==> config.mk <==
export PLATFORM = sky130hd
export DESIGN_NAME = ex_mem_pipe_stage
export DESIGN_NICKNAME = d
export VERILOG_FILES = /design/src/rtl/ex_mem_pipe_stage.sv
export SDC_FILE = /design/constraint.sdc
export NUM_CORES = 1
export LEC_CHECK = 0
export ABC_AREA = 1
export BUFFER_PORTS_ARGS = -buffer_cell sky130_fd_sc_hd__buf_2
export CAP_MARGIN = 25
export CORE_AREA = 2 2 135 111
export CTS_CLUSTER_SIZE = 12
export DETAILED_ROUTE_END_ITERATION = 12
export DIE_AREA = 0 0 137 113
export PLACE_DENSITY = 0.8
export SKIP_LAST_GASP = 1
export SLEW_MARGIN = 20
export SYNTH_ARGS = -nofsm -noshare
export SYNTH_HDL_FRONTEND = slang
export SYNTH_SLANG_ARGS = --single-unit
==> constraint.sdc <==
create_clock -name Clk -period 1.7 [get_ports Clk]
set_input_delay 0.085 -clock Clk [delete_from_list [all_inputs] [get_ports Clk]]
set_output_delay 0.085 -clock Clk [all_outputs]
set_load 0.02 [all_outputs]
==> src/rtl/ex_mem_pipe_stage.sv <==
// EX/MEM pipeline register with valid/ready handshake, 2-entry skid buffer and synchronous flush.
// Optional EXMEM_STATS_EN adds saturating stall/flush counters (StallCnt, FlushCnt).
module ex_mem_pipe_stage #(
    parameter int DATA_W     = 32,
    parameter int REG_ADDR_W = 5,
    parameter int CTRL_W     = 5
`ifdef EXMEM_STATS_EN
    ,
    parameter int CNT_W      = 16
`endif
) (
    input  logic                  Clk,
    input  logic                  Rst_n,
    input  logic                  Flush,
    input  logic                  In_Valid,
    output logic                  In_Ready,
    input  logic [CTRL_W-1:0]     Ctrl_In,
    input  logic [DATA_W-1:0]     ALUResult_In,
    input  logic [DATA_W-1:0]     RegisterRead2_In,
    input  logic                  ALUZero_In,
    input  logic [REG_ADDR_W-1:0] RegDst_In,
    output logic                  Out_Valid,
    input  logic                  Out_Ready,
    output logic [CTRL_W-1:0]     Ctrl_Out,
    output logic [DATA_W-1:0]     ALUResult_Out,
    output logic [DATA_W-1:0]     RegisterRead2_Out,
    output logic                  ALUZero_Out,
    output logic [REG_ADDR_W-1:0] RegDst_Out
`ifdef EXMEM_STATS_EN
    ,
    output logic [CNT_W-1:0]      StallCnt,
    output logic [CNT_W-1:0]      FlushCnt
`endif
);

    typedef struct packed {
        logic [CTRL_W-1:0]     ctrl;
        logic [DATA_W-1:0]     aluResult;
        logic [DATA_W-1:0]     regRead2;
        logic                  aluZero;
        logic [REG_ADDR_W-1:0] regDst;
    } EntryT;

    typedef enum logic [1:0] {EMPTY, ONE, TWO} StateT;

    StateT state, nextState;
    EntryT mainQ, skidQ, inEntry;
    logic  inReadyQ, inFire, outFire, outValid;

    assign inEntry  = {Ctrl_In, ALUResult_In, RegisterRead2_In, ALUZero_In, RegDst_In};
    assign outValid = (state != EMPTY);
    assign inFire   = In_Valid & inReadyQ;
    assign outFire  = outValid & Out_Ready;

    // NOTE: every signal written in always_comb gets a default first, so no latch is inferred.
    always_comb begin
        nextState = state;
        if (Flush) begin
            nextState = EMPTY;
        end else begin
            case (state)
                EMPTY:   if (inFire) nextState = ONE;
                ONE: begin
                    if (inFire && !outFire)      nextState = TWO;
                    else if (!inFire && outFire) nextState = EMPTY;
                end
                TWO:     if (outFire) nextState = ONE;
                default: nextState = EMPTY;
            endcase
        end
    end

    // NOTE: sequential state uses non-blocking assignments so all registers update from pre-edge values.
    always_ff @(posedge Clk or negedge Rst_n) begin
        if (!Rst_n) begin
            state    <= EMPTY;
            mainQ    <= '0;
            skidQ    <= '0;
            inReadyQ <= 1'b1;
        end else begin
            state <= nextState;
            // Ready is a register of next-state, keeping Out_Ready off any combinational path to In_Ready.
            inReadyQ <= (nextState != TWO);
            if (Flush) begin
                mainQ.ctrl <= '0;
                skidQ.ctrl <= '0;
            end else begin
                case (state)
                    EMPTY: if (inFire) mainQ <= inEntry;
                    ONE: begin
                        if (inFire && outFire) mainQ <= inEntry;
                        else if (inFire)       skidQ <= inEntry;
                    end
                    TWO:     if (outFire) mainQ <= skidQ;
                    default: ;
                endcase
            end
        end
    end

    assign In_Ready          = inReadyQ;
    assign Out_Valid         = outValid;
    assign Ctrl_Out          = mainQ.ctrl & {CTRL_W{outValid}};
    assign ALUResult_Out     = mainQ.aluResult;
    assign RegisterRead2_Out = mainQ.regRead2;
    assign ALUZero_Out       = mainQ.aluZero;
    assign RegDst_Out        = mainQ.regDst;

`ifdef EXMEM_STATS_EN
    logic [CNT_W-1:0] stallCnt, flushCnt;

    always_ff @(posedge Clk or negedge Rst_n) begin
        if (!Rst_n) begin
            stallCnt <= '0;
            flushCnt <= '0;
        end else begin
            if (outValid && !Out_Ready && stallCnt != '1)
                stallCnt <= stallCnt + CNT_W'(1);
            if (Flush && (outValid || In_Valid) && flushCnt != '1)
                flushCnt <= flushCnt + CNT_W'(1);
        end
    end

    assign StallCnt = stallCnt;
    assign FlushCnt = flushCnt;
`endif

endmodule

==> results of run 1 <==
-- layer usage --
metal / GRT usage / vias to the layer above / part of all wire
li1: - / 3259 / -
met1: 0.326 / 3093 / 0.43
met2: 0.405 / 268 / 0.48
met3: 0.0609 / 39 / 0.074
met4: 0.107 / 2 / 0.019
met5: 0 / - / 0.00070
-- worst min-delay path: cells and delay by family --
kind | cells | cell delay, ns
buffers and inverters | 2 | 0.21
AND/OR/NAND/NOR | 1 | 0.10
AO/OA/AOI/OAI | 1 | 0.07
-- layout make-up --
class,instances,area share
clock buffer,24,0.0524
timing repair buffer,259,0.197
antenna,1,0.000262
inverter,57,0.0224
sequential,153,0.400
tap,184,0.0241
clock inverter,7,0.0144
multi-input combinational,616,0.289
-- how the worst max path moves through the flow --
| stage | from | to | slack, ns | cells past startpoint |
|---|---|---|---|---|
| 6_report | state[1]$_DFF_PN0_ | Ctrl_Out[3] | 0.07 | 5 |
| 5_1_grt | state[1]$_DFF_PN0_ | RegisterRead2_Out[29]$_DFFE_PN0P_ | -0.05 | 6 |
| 4_1_cts | state[1]$_DFF_PN0_ | ALUResult_Out[19]$_DFFE_PN0P_ | 0.12 | 6 |
| 3_5_place_dp | In_Ready$_DFF_PN1_ | ALUResult_Out[2]$_DFFE_PN0P_ | 0.14 | 7 |
| 3_3_place_gp | state[1]$_DFF_PN0_ | ALUResult_Out[14]$_DFFE_PN0P_ | 0.18 | 6 |
| 2_1_floorplan | In_Ready$_DFF_PN1_ | skidQ[10]$_DFFE_PN0P_ | 0.18 | 7 |
-- power by group through the flow --
| stage | logic [uW] | registers (uW) | clock network [uW] |
|---|---|---|---|
| 6_report | 2550 | 4800 | 4090 |
| 5_1_grt | 2840 | 4870 | 4310 |
| 4_1_cts | 2550 | 4800 | 4130 |
| 3_5_place_dp | 2400 | 4850 | 0 |
| 3_3_place_gp | 2330 | 4820 | 0 |
| 2_1_floorplan | 2050 | 4760 | 0 |
-- kinds of logic (layout without fill, tap and decap cells) --
logic type | Yosys count | after routing | share of synthesized area
AO/OA/AOI/OAI | 91 | 91 | 0.0744
buffers and inverters | 188 | 347 | 0.139
flip-flops | 153 | 153 | 0.502
other | 0 | 1 | 0
AND/OR/NAND/NOR | 525 | 525 | 0.285
-- registers in the layout, indices dropped and copies added (netlist names) --
register	count
ALUResult_Out	32
ALUZero_Out	1
In_Ready	1
RegDst_Out	5
RegisterRead2_Out	32
mainQ	5
skidQ	75
state	2
-- layout by cell type, fill, tap and decap left out, drive strengths merged --
master	n
nand4	2
o21ai	45
dfstp	1
dlygate4sd3	77
nor2	53
diode	1
clkinvlp	1
a21oi	46
clkinv	2
buf	182
nand3	149
nand2	321
inv	57
bufinv	4
dfrtp	152
clkbuf	24
-- metrics by stage --
step | setup TNS [ns] | hold WS, ns | total power, uW | util
after global placement | 0 | 0.00364 | 7150 | 0.580
after detailed placement | 0 | 0.00126 | 7250 | 0.580
final | 0 | 0.0819 | 11400 | 0.681
after floorplan | 0 | -0.211 | 6800 | -
after CTS | 0 | 0.0576 | 11500 | 0.680
after global routing | -0.784 | 0.129 | 12000 | 0.681
-- what timing repair did --
action                                  in CTS  in global routing
hold endpoints to repair                   245                  0
gates resized for setup                      0                  1
hold buffers                                77                  0
endpoints found under the setup margin       0                 49
==> flow_summary_export.csv, run 1 <==
group,metric,value,unit
floorplan,io_pins,157,
synthesis,post_synthesis_area_per_instance,7.97,um^2
routing,avgRoutedWirePerCell,14.3,um
synthesis,synthCells,957,
timing,timing.slew.headroom,0.724,
critical_path,critPathBufInv,3,
clock_tree,htree_num_levels,4,
critical_path,timing.critical_path.cells,"buf_4 -> nor2_2 -> buf_4 -> nor2_1 -> buf_2",
critical_path,critical_path.reg2reg.startpoint,"state[1]$_DFF_PN0_",
floorplan,rows,39,
routing,detail_route.drc_violations,0,
global_routing,grt_antenna_before_repair,3,
critical_path,r2r.worst_path.cells,6,
placed_design,routabilityCongestion,0.838,
cells_and_area,seq_area,3830,um^2
synthesis,synth_area_leaders,"dfrtp_1 (50%), nand2_1 (16%), nand3_1 (9.8%)",
global_routing,first_global_vias,6250,
critical_path,max_stage_delay,0.41,ns
critical_path,worst_path_dominant_cell_family,"buffers and inverters",
timing,timing.final.crit_share,0.957,
cells_and_area,areaGrowthSynthToFinish,25.4,%
cells_and_area,design_area,9570,um^2
timing,final_max_slew_viol_count,0,
global_routing,grt_start_max_net_pins,57,
cells_and_area,nets,1184,
timing,setup_ws,0.0733,ns
placed_design,dp_hpwl,11500,um
power_and_ir_drop,power_leakage,0.00529,uW
critical_path,worst-setup-path-type,"flip-flop to primary output",
min_path,hold_path_class,"primary input to flip-flop",
power_and_ir_drop,power.share.clock,0.358,
floorplan,core-area,14100,um^2
synthesis,ys.warnings.count,0,
critical_path,required,1.62,ns
clock_tree,cts_tree,"done",
routing,antenna_violating_nets_post_route,0,
clock_tree,cts_root_buf,"clkbuf_16",
synthesis,synth.net_count,1037,
synthesis,yosys.cell_count.top_type,"nand2_1",
timing,unrepaired_setup_endpoints_after_global_routing,"yes",
power_and_ir_drop,power_share_of_the_sequential_group,0.420,
min_path,startpoint_of_the_lowest_slack_hold_path,"Out_Ready",
power_and_ir_drop,switching_power,3410,uW
critical_path,path_max_fanout,8,
clock_tree,clk_pin_slew,0.06,ns
synthesis,synth.cell_area,7630,um^2
synthesis,synth-async-reset-ratio,1.00,
job,drv.max_cap_violation_count,0,
synthesis,yosysTopAreaCell,"dfrtp_1",
routing,dr.pass1.iters,7,
clock_tree,cts_max_path_bufs,2,
clock_tree,cts.sinks,153,
min_path,destination_of_the_worst_hold_path,"state[0]$_DFF_PN0_",
timing,clock_skew,0.00778,ns
critical_path,worst-r2r-setup-slack,0.10,ns
clock_tree,cts_inserted_buffers,17,
synthesis,synth.top_cell.area_share,0.498,
critical_path,worstReg2RegEnd,"RegisterRead2_Out[29]$_DFFE_PN0P_",
routing,drt_iter0_markers,532,
placed_design,post_place_worst_slack,0.139,ns
timing,timing_worst_slew_pin_value,0.414,ns
power_and_ir_drop,comb_power_share,0.223,
critical_path,worst_path_max_delay_cell,"dfrtp_1",
timing,fin_crit,1.63,ns
critical_path,cp_common_cell,"buf_4",
min_path,hold_path_depth,4,
placed_design,place_inst,1192,
cells_and_area,drive_above_1_share,0.224,
timing,fmax,0.615,GHz
floorplan,die_height,113,um
routing,vias_per_cell,5.12,
synthesis,synth.distinct_cells,19,
critical_path,startpoint_type_of_the_worst_setup_path,"flip-flop",
cells_and_area,layoutNonFillerInstCount,1301,
synthesis,synth_top_flop_cell,"dfrtp_1",
power_and_ir_drop,p_sw_frac,0.298,
global_routing,global_route_wire_length_before_repair,30500,um
timing,setup_viol,0,
power_and_ir_drop,ir_worst_vdd,0.821,mV
synthesis,synth.cells.most_frequent,"nand2_1 (320), dfrtp_1 (152), nand3_1 (149)",
critical_path,worstPathArrival,1.54,ns
routing,routed_wl,18600,um
synthesis,seq_area_frac_synth,0.502,
cells_and_area,fillerInstances,1116,
timing,report.final.hold_viol_count,0,
routing,vias_after_detailed_routing,6661,
critical_path,cp-end-kind,"primary output",
run_status,outcome,"finished clean",
floorplan,die_w,137,um
synthesis,yosys_register_bits,153,
global_routing,grt_remaining_overflow,0,
cells_and_area,multi_input_area,2770,um^2
clock_tree,clk_latency,0.43,ns
floorplan,initial_core_util,0.543,
power_and_ir_drop,power-per-cell-area,1200,nW/um^2
placed_design,io_buffer_count,156,
synthesis,synth-edff-count,0,
global_routing,overall_global_routing_usage,0.252,
placed_design,post_dp_cell_area,8150,um^2
power_and_ir_drop,power.internal,8030,uW
floorplan,dieArea,15500,um^2
clock_tree,post_cts_buffers,0,
Power figures use the tool's default switching activity.
==> run 2, diff against run 1 <==
--- a/config.mk
+++ b/config.mk
@@ -12,6 +12,7 @@
 export CTS_CLUSTER_SIZE = 12
 export DETAILED_ROUTE_END_ITERATION = 12
 export DIE_AREA = 0 0 137 113
+export MAX_ROUTING_LAYER = met4
 export PLACE_DENSITY = 0.8
 export SKIP_LAST_GASP = 1
 export SLEW_MARGIN = 20
==> run 2 against run 1 <==
Against the previous run: non-clock buffer count stayed put; combinational power about the same; global-route usage rose by 0.70 points; sequential share of layout area barely moved; clock skew increased by 0.0010 ns; utilization about the same; hold slack got worse by 0.0052 ns; register-to-register slack barely moved; highest routed layer is now met4.
==> flow_summary_export.csv, run 2 (synthesis gave the netlist of run 1 again) <==
group,metric,value,unit
floorplan,die_height,113,um
timing,timing_worst_slew_pin_value,0.412,ns
routing,antenna_violating_nets_post_route,0,
global_routing,first_global_vias,6256,
routing,avgRoutedWirePerCell,14.3,um
placed_design,post_dp_cell_area,8150,um^2
critical_path,path_max_fanout,8,
routing,routed_wl,18600,um
timing,fmax,0.620,GHz
power_and_ir_drop,power_leakage,0.00529,uW
power_and_ir_drop,power-per-cell-area,1190,nW/um^2
cells_and_area,largest_register_ff_count,75,
critical_path,worst-r2r-setup-slack,0.09,ns
critical_path,worst_setup_path_endpoint,"Ctrl_Out[3]",
clock_tree,htree_num_levels,4,
timing,final_max_slew_viol_count,0,
routing,vias_per_cell,5.09,
job,drv.max_cap_violation_count,0,
cells_and_area,nets,1184,
floorplan,dieArea,15500,um^2
run_status,outcome,"finished clean",
routing,drt_iter0_markers,567,
clock_tree,clk_pin_slew,0.06,ns
power_and_ir_drop,ir_worst_vdd,0.821,mV
placed_design,dp_hpwl,11500,um
critical_path,cp-end-kind,"primary output",
cells_and_area,design_area,9570,um^2
timing,unrepaired_setup_endpoints_after_global_routing,"yes",
clock_tree,cts_tree,"done",
cells_and_area,areaGrowthSynthToFinish,25.4,%
floorplan,rows,39,
critical_path,startpoint_type_of_the_worst_setup_path,"flip-flop",
critical_path,critical_path.reg2reg.startpoint,"state[1]$_DFF_PN0_",
clock_tree,cts.sinks,153,
critical_path,worstPathArrival,1.53,ns
timing,report.final.hold_viol_count,0,
timing,fin_crit,1.61,ns
clock_tree,clk_latency,0.42,ns
critical_path,r2r.worst_path.cells,6,
cells_and_area,final_common_cell,"nand2_1",
global_routing,overall_global_routing_usage,0.259,
timing,timing.slew.headroom,0.725,
routing,vias_after_detailed_routing,6632,
critical_path,critical_path.startpoint,"state[1]$_DFF_PN0_",
critical_path,worst-setup-path-type,"flip-flop to primary output",
timing,timing.final.crit_share,0.949,
placed_design,io_buffer_count,156,
global_routing,grt_antenna_before_repair,3,
global_routing,global_route_wire_length_before_repair,30500,um
global_routing,grt_remaining_overflow,0,
critical_path,worstReg2RegEnd,"RegisterRead2_Out[29]$_DFFE_PN0P_",
routing,dr.pass1.iters,6,
cells_and_area,regMostFlops,"skidQ",
cells_and_area,layout.core_utilization,0.681,
floorplan,initial_core_util,0.543,
floorplan,core-area,14100,um^2
floorplan,die_w,137,um
clock_tree,cts_inserted_buffers,17,
placed_design,routabilityCongestion,0.851,
routing,detail_route.drc_violations,0,
clock_tree,cts_root_buf,"clkbuf_16",
cells_and_area,drive_above_1_share,0.224,
cells_and_area,layout_common_cells,"nand2_1 (319), buf_2 (155), dfrtp_1 (152)",
timing,setup_viol,0,
floorplan,io_pins,157,
timing,clock_skew,0.00881,ns
min_path,hold_path_class,"primary input to flip-flop",
critical_path,required,1.62,ns
clock_tree,cts_max_path_bufs,2,
global_routing,grt_start_max_net_pins,57,
==> run 2: repair_timing <==
| action | in CTS | in global routing |
|---|---|---|
| setup endpoints to repair | 0 | 51 |
| resized for setup | 0 | 1 |
| setup buffers | 0 | 0 |
| hold endpoints to repair | 245 | 0 |
| hold buffers | 77 | 0 |
==> run 2: layout make-up <==
| cell class | count | area, um^2 |
|---|---|---|
| Timing Repair Buffer | 259 | 1880 |
| Antenna cell | 3 | 7.51 |
| Fill cell | 1116 | 4480 |
| Clock inverter | 7 | 138 |
| Tap cell | 184 | 230 |
| Multi-Input combinational cell | 616 | 2770 |
| Clock buffer | 24 | 502 |
| Sequential cell | 153 | 3830 |
| Inverter | 57 | 214 |
==> run 2: routing by layer <==
layer	global-route usage	part of all wire	vias to the layer above
met4	0.107	0.020	0
met3	0.0596	0.068	33
met2	0.405	0.48	256
met5	-	0	-
li1	-	-	3266
met1	0.325	0.43	3077
==> run 2: how the worst min path moves through the flow <==
stage	startpoint	endpoint	slack, ns	cells past startpoint
2_1_floorplan	Rst_n	ALUResult_Out[0]$_DFFE_PN0P_	-0.21	0
3_3_place_gp	Rst_n	skidQ[14]$_DFFE_PN0P_	0.004	1
3_5_place_dp	Rst_n	skidQ[14]$_DFFE_PN0P_	0.001	1
4_1_cts	Out_Ready	state[0]$_DFF_PN0_	0.06	4
5_1_grt	Rst_n	skidQ[9]$_DFFE_PN0P_	0.13	2
6_report	Out_Ready	state[0]$_DFF_PN0_	0.08	4
==> run 2: where the power goes <==
part / switching, uW / internal, uW
clock network: 1440 / 2640
logic: 1590 / 958
registers: 368 / 4430
total: 3390 / 8030
==> run 2: worst max-delay path: stages, from the launching register on <==
cell and delay, ns:
dfrtp_1 0.40, buf_4 0.19, nor2_2 0.05, buf_4 0.16, nor2_1 0.12, buf_2 0.19
==> run 2: metrics by stage <==
stage / TNS (ns) / setup WS [ns] / cells / power (uW) / hold slack (ns)
2_1_floorplan: 0 / 0.185 / 957 / 6800 / -0.211
3_3_place_gp: 0 / 0.176 / 1192 / 7150 / 0.00364
3_5_place_dp: 0 / 0.139 / 1192 / 7250 / 0.00126
4_1_cts: 0 / 0.117 / 1300 / 11500 / 0.0576
5_1_grt: -0.858 / -0.0530 / 1303 / 12000 / 0.128
6_report: 0 / 0.0868 / 1303 / 11400 / 0.0767
==> run 3, diff against run 2 <==
--- a/config.mk
+++ b/config.mk
@@ -14,6 +14,7 @@
 export DIE_AREA = 0 0 137 113
 export MAX_ROUTING_LAYER = met4
 export PLACE_DENSITY = 0.8
+export SETUP_SLACK_MARGIN = 0.1
 export SKIP_LAST_GASP = 1
 export SLEW_MARGIN = 20
 export SYNTH_ARGS = -nofsm -noshare
==> run 3 against run 2 <==
Against the previous run: highest routed layer unchanged; non-clock buffer count increased by 4; fmax grew 3.2%; sequential share of layout area fell by 0.26 points.
==> flow_summary_export.csv, run 3 (synthesis gave the netlist of run 1 again) <==
group,metric,value,unit
critical_path,worst-setup-path-type,"flip-flop to primary output",
routing,dr.pass1.iters,5,
power_and_ir_drop,ir_worst_vdd,0.825,mV
global_routing,grt_start_max_net_pins,57,
clock_tree,cts_inserted_buffers,17,
cells_and_area,layout_common_cells,"nand2_1 (319), buf_2 (153), dfrtp_1 (152)",
power_and_ir_drop,power_leakage,0.00532,uW
cells_and_area,areaGrowthSynthToFinish,26.3,%
timing,fmax,0.640,GHz
routing,highest-signal-layer,"met4",
floorplan,io_pins,157,
placed_design,io_buffer_count,156,
global_routing,first_global_vias,6256,
clock_tree,cts_max_path_bufs,2,
clock_tree,cts_root_buf,"clkbuf_16",
cells_and_area,layoutNonFillerInstCount,1307,
global_routing,global_route_wire_length_before_repair,30500,um
power_and_ir_drop,power-per-cell-area,1190,nW/um^2
routing,vias_per_cell,5.08,
timing,report.final.hold_viol_count,0,
job,drv.max_cap_violation_count,0,
routing,drt-met1-wl,8000,um
timing,setup_ws,0.137,ns
timing,clock_skew,0.00851,ns
placed_design,place_inst,1192,
clock_tree,htree_num_levels,4,
timing,timing_worst_slew_pin_value,0.362,ns
routing,drt_iter0_markers,514,
timing,timing.slew.headroom,0.759,
floorplan,dieArea,15500,um^2
timing,final_max_slew_viol_count,0,
critical_path,required,1.62,ns
cells_and_area,fillerInstances,1115,
critical_path,cp-end-kind,"primary output",
clock_tree,cts.sinks,153,
power_and_ir_drop,overall_power_after_layout,11400,uW
global_routing,grt_antenna_before_repair,3,
floorplan,rows,39,
floorplan,die_w,137,um
routing,vias_after_detailed_routing,6643,
global_routing,overall_global_routing_usage,0.259,
routing,route.met2.wl,9080,um
timing,unrepaired_setup_endpoints_after_global_routing,"yes",
cells_and_area,final_common_cell,"nand2_1",
min_path,hold_path_class,"primary input to flip-flop",
routing,detail_route.drc_violations,0,
cells_and_area,drive_above_1_share,0.228,
routing,avgRoutedWirePerCell,14.3,um
timing,fin_crit,1.56,ns
clock_tree,clk_latency,0.42,ns
floorplan,core-area,14100,um^2
placed_design,dp_hpwl,11500,um
clock_tree,cts_tree,"done",
routing,antenna_violating_nets_post_route,0,
global_routing,grt_remaining_overflow,0,
critical_path,path_max_fanout,6,
routing,met3_length,1290,um
timing,setup_viol,0,
cells_and_area,design_area,9630,um^2
placed_design,post_place_worst_slack,0.139,ns
placed_design,routabilityCongestion,0.851,
cells_and_area,largest_register_ff_count,75,
clock_tree,clk_pin_slew,0.06,ns
timing,fin_setup_tns,0,ns
cells_and_area,regMostFlops,"skidQ",
floorplan,die_height,113,um
cells_and_area,nets,1188,
timing,timing.final.crit_share,0.919,
run_status,outcome,"finished clean",
critical_path,startpoint_type_of_the_worst_setup_path,"flip-flop",
cells_and_area,seq_area,3830,um^2
floorplan,initial_core_util,0.543,
placed_design,post_dp_cell_area,8150,um^2
routing,routed_wl,18800,um
critical_path,worstPathArrival,1.48,ns
cells_and_area,multi_input_area,2770,um^2
==> run 3: changes by cell type in the layout (fill, tap and decap cells not counted), moves of 2 or more <==
cell	before	now
buf_2	155	153
buf_4	15	17
buf_6	2	4
buf_8	0	2
==> run 3: worst paths after layout <==
kind / slack [ns] / from / endpoint / cells past startpoint
min in group asynchronous: 0.13 / Rst_n / mainQ[70]$_DFFE_PN0P_ / 2
max: 0.14 / state[1]$_DFF_PN0_ / Ctrl_Out[3] / 5
max in group asynchronous: 0.97 / Rst_n / skidQ[8]$_DFFE_PN0P_ / 3
max reg2reg: 0.16 / In_Ready$_DFF_PN1_ / skidQ[73]$_DFFE_PN0P_ / 6
min: 0.08 / Out_Ready / state[0]$_DFF_PN0_ / 4
min reg2reg: 0.47 / skidQ[5]$_DFFE_PN0P_ / skidQ[5]$_DFFE_PN0P_ / 2
==> run 3: metal layers <==
layer / GRT usage / up-vias
li1: - / 3274
met5: - / -
met4: 0.107 / 0
met3: 0.0596 / 37
met1: 0.325 / 3077
met2: 0.405 / 255
==> run 3: power breakdown <==
part           internal, uW  total (uW)  switching (uW)  leakage [uW]
combinational           970        2560            1590       0.00319
sequential             4430        4800             367       0.00182
clock                  2640        4080            1440      0.000312
total                  8040       11400            3400       0.00532
==> run 3: repair_timing <==
item,in CTS,in global routing
gates resized for setup,0,14
setup endpoints to repair,0,84
hold endpoints to repair,245,0
setup buffers,0,4
hold buffers,77,0
==> run 3: layout make-up <==
type	instances	area share
antenna	3	0.000779
clock buffer	24	0.0521
clock inverter	7	0.0143
inverter	57	0.0225
multi-input combinational	616	0.288
sequential	153	0.398
tap	184	0.0239
timing repair buffer	263	0.201
==> run 3: metrics by stage <==
stage	hold slack, ns	utilization
6_report	0.0795	0.686
2_1_floorplan	-0.211	-
3_5_place_dp	0.00126	0.580
3_3_place_gp	0.00364	0.580
5_1_grt	0.131	0.686
4_1_cts	0.0576	0.680
==> run 3: worst max-delay path, cell delays in order (launching register included) <==
cell and delay (ns):
dfrtp_1 0.42, buf_6 0.14, nor2_2 0.04, buf_4 0.16
nor2_1 0.13, buf_4 0.17
